===== src/rtl/serial_subtractor_pkg.sv =====
// Shared constants for the bit-serial arithmetic blocks: FSM encoding,
// default operand width and the counter-width helper.
package serial_subtractor_pkg;

    // Default operand width shared with the other serial arithmetic blocks.
    localparam int DEFAULT_WIDTH = 8;

    // 2-bit FSM encoding; kept as plain constants for legacy tool flows.
    localparam logic [1:0] ST_IDLE  = 2'd0;
    localparam logic [1:0] ST_SHIFT = 2'd1;
    localparam logic [1:0] ST_DONE  = 2'd2;

    // Bit counter width: enough to hold WIDTH-1, never narrower than one bit.
    function automatic int cnt_width(input int w);
        return (w > 1) ? $clog2(w) : 1;
    endfunction

endpackage


===== src/rtl/serial_subtractor_cell.sv =====
// Full-subtractor cell built from two half-subtractor stages.
module full_subtractor_cell (
    input  logic a0,
    input  logic b0,
    input  logic bin,
    output logic d,
    output logic bout
);

    logic d1;
    logic br1;
    logic br2;

    // First half subtractor: a0 - b0.
    assign d1  = a0 ^ b0;
    assign br1 = ~a0 & b0;

    // Second half subtractor: (a0 - b0) - bin.
    assign d   = d1 ^ bin;
    assign br2 = ~d1 & bin;

    // A borrow from either stage propagates out.
    assign bout = br1 | br2;

endmodule


===== src/rtl/serial_subtractor.sv =====
// Bit-serial unsigned subtractor: diff = a - b, LSB first, one bit per clock,
// with a start/busy/done handshake. All outputs come straight from flops.
module serial_subtractor
    import serial_subtractor_pkg::*;
#(
    parameter int WIDTH = DEFAULT_WIDTH
) (
    input  logic             clk,
    input  logic             rst_n,
    input  logic             start,
    input  logic [WIDTH-1:0] a,
    input  logic [WIDTH-1:0] b,
    output logic [WIDTH-1:0] diff,
    output logic             borrow,
    output logic             busy,
    output logic             done
);

    localparam int CW = cnt_width(WIDTH);

    logic [1:0]       state;
    logic [1:0]       state_next;
    logic [CW-1:0]    cnt;
    logic [WIDTH-1:0] a_sr;
    logic [WIDTH-1:0] b_sr;
    logic [WIDTH-1:0] res_sr;
    logic [WIDTH:0]   res_cat;
    logic             bin_q;
    logic             d;
    logic             bout;
    logic             last;

    full_subtractor_cell u_cell (
        .a0   (a_sr[0]),
        .b0   (b_sr[0]),
        .bin  (bin_q),
        .d    (d),
        .bout (bout)
    );

    // New bit enters at the MSB; bits move toward the LSB each SHIFT edge.
    assign res_cat = {d, res_sr};
    assign last    = (cnt == CW'(WIDTH - 1));

    // Next-state decode for the IDLE -> SHIFT -> DONE -> IDLE sequence.
    always_comb begin
        // NOTE: default assignment first so no path leaves state_next unassigned (no latch).
        state_next = state;
        case (state)
            ST_IDLE:  if (start) state_next = ST_SHIFT;
            ST_SHIFT: if (last)  state_next = ST_DONE;
            ST_DONE:  state_next = ST_IDLE;
            default:  state_next = ST_IDLE;
        endcase
    end

    // State register plus busy/done flops, decoded from the next state so the
    // handshake outputs are registered rather than combinational.
    always_ff @(posedge clk or negedge rst_n) begin
        // NOTE: non-blocking assignments in clocked blocks keep every flop sampling pre-edge values.
        if (!rst_n) begin
            state <= ST_IDLE;
            busy  <= 1'b0;
            done  <= 1'b0;
        end else begin
            state <= state_next;
            busy  <= (state_next != ST_IDLE);
            done  <= (state_next == ST_DONE);
        end
    end

    // Operand/result shift registers, borrow flop, bit counter and the
    // published result, which only changes on the final SHIFT edge.
    always_ff @(posedge clk or negedge rst_n) begin
        // NOTE: the shift registers are reset too, so an aborted operation leaves no residue.
        if (!rst_n) begin
            a_sr   <= '0;
            b_sr   <= '0;
            res_sr <= '0;
            bin_q  <= 1'b0;
            cnt    <= '0;
            diff   <= '0;
            borrow <= 1'b0;
        end else begin
            case (state)
                ST_IDLE: begin
                    if (start) begin
                        a_sr  <= a;
                        b_sr  <= b;
                        bin_q <= 1'b0;
                        cnt   <= '0;
                    end
                end
                ST_SHIFT: begin
                    a_sr   <= a_sr >> 1;
                    b_sr   <= b_sr >> 1;
                    res_sr <= res_cat[WIDTH:1];
                    bin_q  <= bout;
                    if (last) begin
                        diff   <= res_cat[WIDTH:1];
                        borrow <= bout;
                    end else begin
                        cnt <= cnt + 1'b1;
                    end
                end
                default: ;
            endcase
        end
    end

endmodule

===== config.mk =====
export PLATFORM = sky130hd
export DESIGN_NAME = serial_subtractor
export DESIGN_NICKNAME = d
export VERILOG_FILES = /design/src/rtl/serial_subtractor_pkg.sv /design/src/rtl/serial_subtractor_cell.sv /design/src/rtl/serial_subtractor.sv
export SDC_FILE = /design/constraint.sdc
export NUM_CORES = 1
export LEC_CHECK = 0
export CAP_MARGIN = 0
export CORE_ASPECT_RATIO = 0.9
export CORE_MARGIN = 2
export CORE_UTILIZATION = 46
export CTS_CLUSTER_SIZE = 28
export DETAILED_ROUTE_END_ITERATION = 6
export PLACE_DENSITY = 0.78
export SLEW_MARGIN = 20
export SYNTH_ARGS = -nofsm -noshare
export SYNTH_HDL_FRONTEND = slang
export SYNTH_SLANG_ARGS = --single-unit

===== constraint.sdc =====
create_clock -name clk -period 1.55 [get_ports clk]
set_input_delay 0.465 -clock clk [delete_from_list [all_inputs] [get_ports clk]]
set_output_delay 0.465 -clock clk [all_outputs]
set_load 0.05 [all_outputs]

==> metrics, run 1 <==
Area Overhead vs Synth=42.76%; number of global-route vias before repair=1324; core area=about 0.0034 mm²; Initial Util=0.4865; placed cell count=approximately 230; n_diodes=0; family with the most delay on the worst path=flip-flops; internal power=~0.0031 W; R2R cell count=5; largest net degree at the start of global routing=20; Ys Warns=0; DP HPWL=roughly 2900 µm; ys async rst share=1.000; Num CTS Buffers=5; chip width=around 67 µm; WP data required=1.73 ns; Slowest cell on crit path=dfrtp_1; critical path launch point type=flip-flop; worst path cell trace=ha_2, ha_2, nand3b_1, buf_12, mux2_2; NumNets Final=around 230; Synthesized Nets=around 170; sequential-to-total area share from yosys stat=0.6002; fmax=0.6661 GHz; synthesized area=~0.0017 mm²; area occupied by multi-input gates=between 600 and 700 µm²; outcome=finished clean; Total GRT Usage=0.2134; total congestion overflow=0; Critical Path Most Common Cell=ha_2; final non-filler cell total=248; top cell type's share of synthesized area=0.6002; WL final=roughly 3900 µm; vias=around 1300; final instance area=roughly 0.0024 mm²; Via-to-Cell Ratio=about 5.3; Flop pwr share=0.376; cell taking the most area after synthesis=dfrtp_1; port buffer count=29; CTS tree=yes; Worst R2R Start=cnt[1]; PnR Total Power=~0.0051 W; Boundary Pins=30; Final min period=1.501 ns; number of antenna violations at the first check in global routing=0; clk root buf=clkbuf_8; Avg Inst Size Synth=10.97 µm²; fraction of the cycle the final worst path needs=0.9685; clock buffer depth=2; Critical path buffers and inverters=1; Hold Crit Class=input pin to async pin; most frequent cell after synthesis=dfrtp_1; Final Setup Violations=0; hold_buf cts=0; clock latency at the later pin of the worst-skew pair=0.29 ns; ys flop type=dfrtp_1; placed cell areas=around 0.0022 mm²; kind of critical path=flip-flop to flip-flop; relative slew slack=0.7260; DR DRC count=0; Comb power frac=0.488; Max-Cap Viols=0; drt wl/cell=between 15 and 20 µm; final hold slack=~0.058 ns; final antenna-violating net count=0; pins over their slew limit=0; static leakage=1.130 nW; Crit path largest cell delay=just over 0.4 ns; Hold Fails Final Rpt=0; Clock Pin Slew Worst Setup and Hold Paths=approximately 0.07 ns; Synth Instances=152; drt first pass iters=4; routability cong.=roughly 0.83; die height=61.13 µm; # fillers=240; CTS H-tree depth=2; P_sw=a little under 0.002 W; clock network fraction of total power=0.137; #FFs+latches synth=40; first-pass GRT wire length=6237 µm; Iter 0 DRT Violations=60; num rows=20; VDD IR max=between 1000 and 1500 µV; CP max FO=12; R2R Setup Slk=roughly 0.049 ns; share of layout cells above drive strength 1=0.2745; Setup crit end kind=flip-flop; Least-Margin Pin Slew=0.4110 ns; die area=about 0.0041 mm²; Post-synth EDFFs=0; Sinks on Clock Net=40; Synth area leaders=dfrtp_1 60%, mux2_2 5.4%, nand2_1 4.7%, o22ai_1 3.8%, a21oi_1 3.6%; pwr dens=~2200 mW/mm²; switching share of power=0.3855; CP arrival=1.68 ns; Register Area=around 0.0010 mm²; RR Endpoint=diff[3]; Synth cell types=29; clk_skew=between 0.002 and 0.003 ns; most instantiated cells after synthesis=40 x dfrtp_1, 21 x nand2_1, 15 x nor2_1
-- kinds of logic after synthesis --
kind of cell / Yosys count / synth area share
flip-flops: 40 / 0.6002
buffers and inverters: 14 / 0.04276
AND/OR/NAND/NOR: 49 / 0.1260
AO/OA/AOI/OAI: 38 / 0.1500
adder cells (fa/ha/maj): 3 / 0.02700
multiplexers: 8 / 0.05402
-- metal layers --
metal	vias to the layer above	share of wire	track usage
li1	637	-	-
met1	650	0.40	0.2625
met2	31	0.55	0.3613
met3	5	0.039	0.05667
met4	0	0.015	0.08746
met5	-	0	0
-- cell usage in the layout (no fill, tap or decap), types with 2 or more instances in the layout --
master           synthesis  routed
dfrtp_1                 40      39
nand2_1                 21      21
buf_4                    2      20
clkdlybuf4s50_1          0      16
nor2_1                  15      14
buf_12                   0      13
a21oi_1                 12      12
o22ai_1                 10      10
clkbuf_8                 0       6
mux2_2                   8       5
inv_1                    5       4
a22oi_1                  4       4
o2bb2ai_1                3       3
nor3_1                   3       3
mux2_4                   0       3
nand3_1                  3       3
nor2b_1                  2       2
a32o_1                   2       2
nand2b_1                 2       2
o21ai_0                  2       2
o32ai_1                  2       2
ha_2                     0       2
clkbuf_1                 2       2
-- power groups by stage --
| stage | Clock, W | Combinational [W] | Sequential (W) |
|---|---|---|---|
| final | 0.000701 | 0.00250 | 0.00193 |
| after global routing | 0.000764 | 0.00268 | 0.00199 |
| after CTS | 0.000715 | 0.00236 | 0.00191 |
| after detailed placement | 0 | 0.00235 | 0.00193 |
| after global placement | 0 | 0.00222 | 0.00189 |
| after floorplan | 0 | 0.00100 | 0.00221 |
-- layout make-up --
| class | count | area share |
|---|---|---|
| Timing Repair Buffer | 52 | 0.2491 |
| Sequential cell | 40 | 0.4209 |
| Inverter | 6 | 0.01104 |
| Tap cell | 44 | 0.02312 |
| Clock buffer | 8 | 0.03784 |
| Multi-Input combinational cell | 98 | 0.2580 |
-- metrics by stage --
step | TNS [ns] | util | setup WS [ns]
final | 0 | 0.6945 | 0.04880
after global routing | -0.01633 | 0.6945 | -0.008582
after floorplan | 0 | - | 0.03179
after CTS | 0 | 0.6730 | 0.02682
after detailed placement | -4.072 | 0.6467 | -0.2908
after global placement | -2.656 | 0.6467 | -0.1809
-- timing repair --
action / CTS / global route
setup buffers: 0 / 7
gates resized for setup: 0 / 8
hold endpoints to repair: 0 / 0
endpoints found under the setup margin: 0 / 17
-- registers in the layout, summed over array words and instances (netlist names) --
name,cells
cnt,3
done,1
a_sr,8
diff,8
bin_q,1
res_sr,7
borrow,1
state,2
busy,1
b_sr,8
-- worst max path at each step --
stage,from,end,slack (ns),depth (start not counted)
after detailed placement,start,b_sr[3],-0.29,6
after CTS,start,b_sr[3],0.03,6
after global placement,start,b_sr[1],-0.18,6
after floorplan,cnt[0],borrow,0.03,5
after global routing,cnt[1],diff[2],-0.009,5
final,cnt[1],diff[3],0.05,5
Power figures use the tool's default switching activity.
==> run 2: changes to the inputs <==
GPL_TIMING_DRIVEN = 0   (was default)
==> run 2 against run 1 <==
  * The flow now finishes with violations (negative setup slack)
  * Clock skew increased by 0.010 ns
  * Combinational power shrank 11%
  * Sequential share of layout area rose by 1.9 points
  * Sequential cell count is the same
  * Non-clock buffer count down 6
  * Global-route usage shrank 1.3 points
  * Core utilization fell by 3.1 points
  * Largest power group unchanged
==> metrics, run 2 (synthesis results as in run 1) <==
outcome=finished with violations; failing checks=negative setup slack; clock buffer depth=2 (unchanged); largest net degree at the start of global routing=26 (+30%); Num CTS Buffers=5 (unchanged); Crit path largest cell delay=0.40 ns (about the same); final core utilization=0.6639 (-0.03066); setup TNS=-0.01015 ns (-0.01015 ns); Place WS=-0.4169 ns (-0.1261 ns); Boundary Pins=30 (unchanged); core area=0.003428 mm² (unchanged); CTS H-tree depth=2 (unchanged); WL final=3859 µm (-1.4%); DP HPWL=2556 µm (-11%); first-pass GRT wire length=5961 µm (-4.4%); DR DRC count=0 (unchanged); final antenna-violating net count=0 (unchanged); die height=61.13 µm (unchanged); NumNets Final=219 (-2.7%); Hold Fails Final Rpt=0 (unchanged); num rows=20 (unchanged); Area Overhead vs Synth=36.46%; Hold Crit Class=input pin to async pin; die area=0.004124 mm² (unchanged); WP data required=1.73 ns (about the same); most common cell after layout, fill and taps aside=dfrtp_1; port buffer count=29 (unchanged); Via-to-Cell Ratio=5.401 (+1.2%); static leakage=1.062 nW (-6.0%); clk_skew=0.01281 ns (+0.01020 ns); Max-Cap Viols=0 (unchanged); Final Setup Violations=1 (+1); share of layout cells above drive strength 1=0.2374 (-0.03714); Initial Util=0.4865 (unchanged); Total GRT Usage=0.2000 (-0.01340); number of antenna violations at the first check in global routing=0 (unchanged); CP max FO=5 (-7); routability cong.=0.8174 (-2.0%); Largest regs=a_sr: 8 flops, b_sr: 8 flops, diff: 8 flops; n_diodes=0 (unchanged); Sinks on Clock Net=40 (unchanged); fmax=0.6410 GHz (-3.8%); Clock Pin Slew Worst Setup and Hold Paths=0.08 ns (about the same); final non-filler cell total=242 (-2.4%); clk root buf=clkbuf_8; final worst setup slack=-0.01015 ns (-0.05895 ns); kind of critical path=flip-flop to flip-flop; Final min period=1.560 ns (+0.05895 ns); chip width=67.47 µm (unchanged); total congestion overflow=0 (unchanged); drt first pass iters=6 (+2); vias=1307 (-1.2%); clock latency at the later pin of the worst-skew pair=0.29 ns (about the same); number of global-route vias before repair=1305 (-1.4%); placed cell count=226 (-3.0%); worst path cell trace=ha_2, ha_4, nand3b_1, buf_6, mux2_2; R2R Setup Slk=-0.01 ns (-0.06 ns); relative slew slack=0.6806 (-0.04538); VDD IR max=1351 µV (+9.7%); Setup crit end kind=flip-flop; RSZ-0062 raised after global routing=yes; fraction of the cycle the final worst path needs=1.007 (+0.03803); final instance area=0.002276 mm² (-4.4%); most frequent cells in the layout=40 x dfrtp_1, 21 x nand2_1, 16 x clkdlybuf4s50_1; drt wl/cell=15.95 µm (+1.0%); Least-Margin Pin Slew=0.4791 ns (+0.06806 ns); CTS tree=yes; CP arrival=1.74 ns (+0.06 ns); pins over their slew limit=0 (unchanged); placed cell areas=0.002042 mm² (-7.9%); pwr dens=2190 mW/mm² (+1.8%); Slowest cell on crit path=dfrtp_1; critical path launch point type=flip-flop; Iter 0 DRT Violations=86 (+43%)
-- run 2: cell types whose count changed in the layout (fill, tap and decap cells not counted), sizes merged --
cell	delta
inv	+1
dlymetal6s2s	-1
bufinv	+1
clkinvlp	-1
buf	-18
dlygate4sd2	+1
clkdlybuf4s15	+11
-- run 2: layout make-up --
class	count	area [µm²]
clock inverters	1	30.03
flip-flops and latches	40	1001
well taps	44	55.05
inverters	6	22.52
multi-input cells	98	629.4
fillers	263	1152
clock buffers	7	96.34
plain buffers	8	52.55
repair buffers	38	389.1
-- run 2: timing repair --
action	CTS	global route
gates resized for setup	39	4
endpoints found under the setup margin	26	8
hold buffers	0	0
hold endpoints to repair	0	0
buffers inserted	3	4
pin swaps	0	1
cloned	1	0
-- run 2: path summary, 6_finish.rpt --
check	start	to	depth (start not counted)
setup / recovery	cnt[1]	diff[3]	5
hold / removal	rst_n	res_sr[7]	1
setup reg to reg	cnt[1]	diff[3]	5
hold reg to reg	diff[7]	diff[7]	2
max in group asynchronous	rst_n	cnt[2]	2
min in group clk	diff[7]	diff[7]	2
-- run 2: worst max-delay path: cells and delay by family (launching register included) --
family	cells	cell delay [ns]
DFF	1	0.40
buffers and inverters	1	0.17
adders and majority gates	2	0.35
muxes	1	0.34
and+or+nand+nor	1	0.18
-- run 2: where the power goes --
| group | leakage (nW) | internal, W | switching (W) |
|---|---|---|---|
| registers | 0.491 | 0.00153 | 0.000315 |
| logic | 0.507 | 0.000949 | 0.00127 |
| clock network | 0.0645 | 0.000568 | 0.000355 |
| total | 1.06 | 0.00304 | 0.00194 |
-- run 2: routing by layer --
metal  global-route usage  routed length [µm]
met4              0.08163                  99
met3              0.05667                 116
met1               0.2409                1614
met5                    0                   0
met2               0.3417                2030
-- run 2: through the flow --
stage / power, W / hold slack, ns
floorplan: 0.003211 / 0.1694
global placement: 0.003712 / 0.4588
detailed placement: 0.003862 / 0.4112
CTS: 0.004856 / 0.09319
global route: 0.005278 / 0.1070
finish: 0.004985 / 0.08820
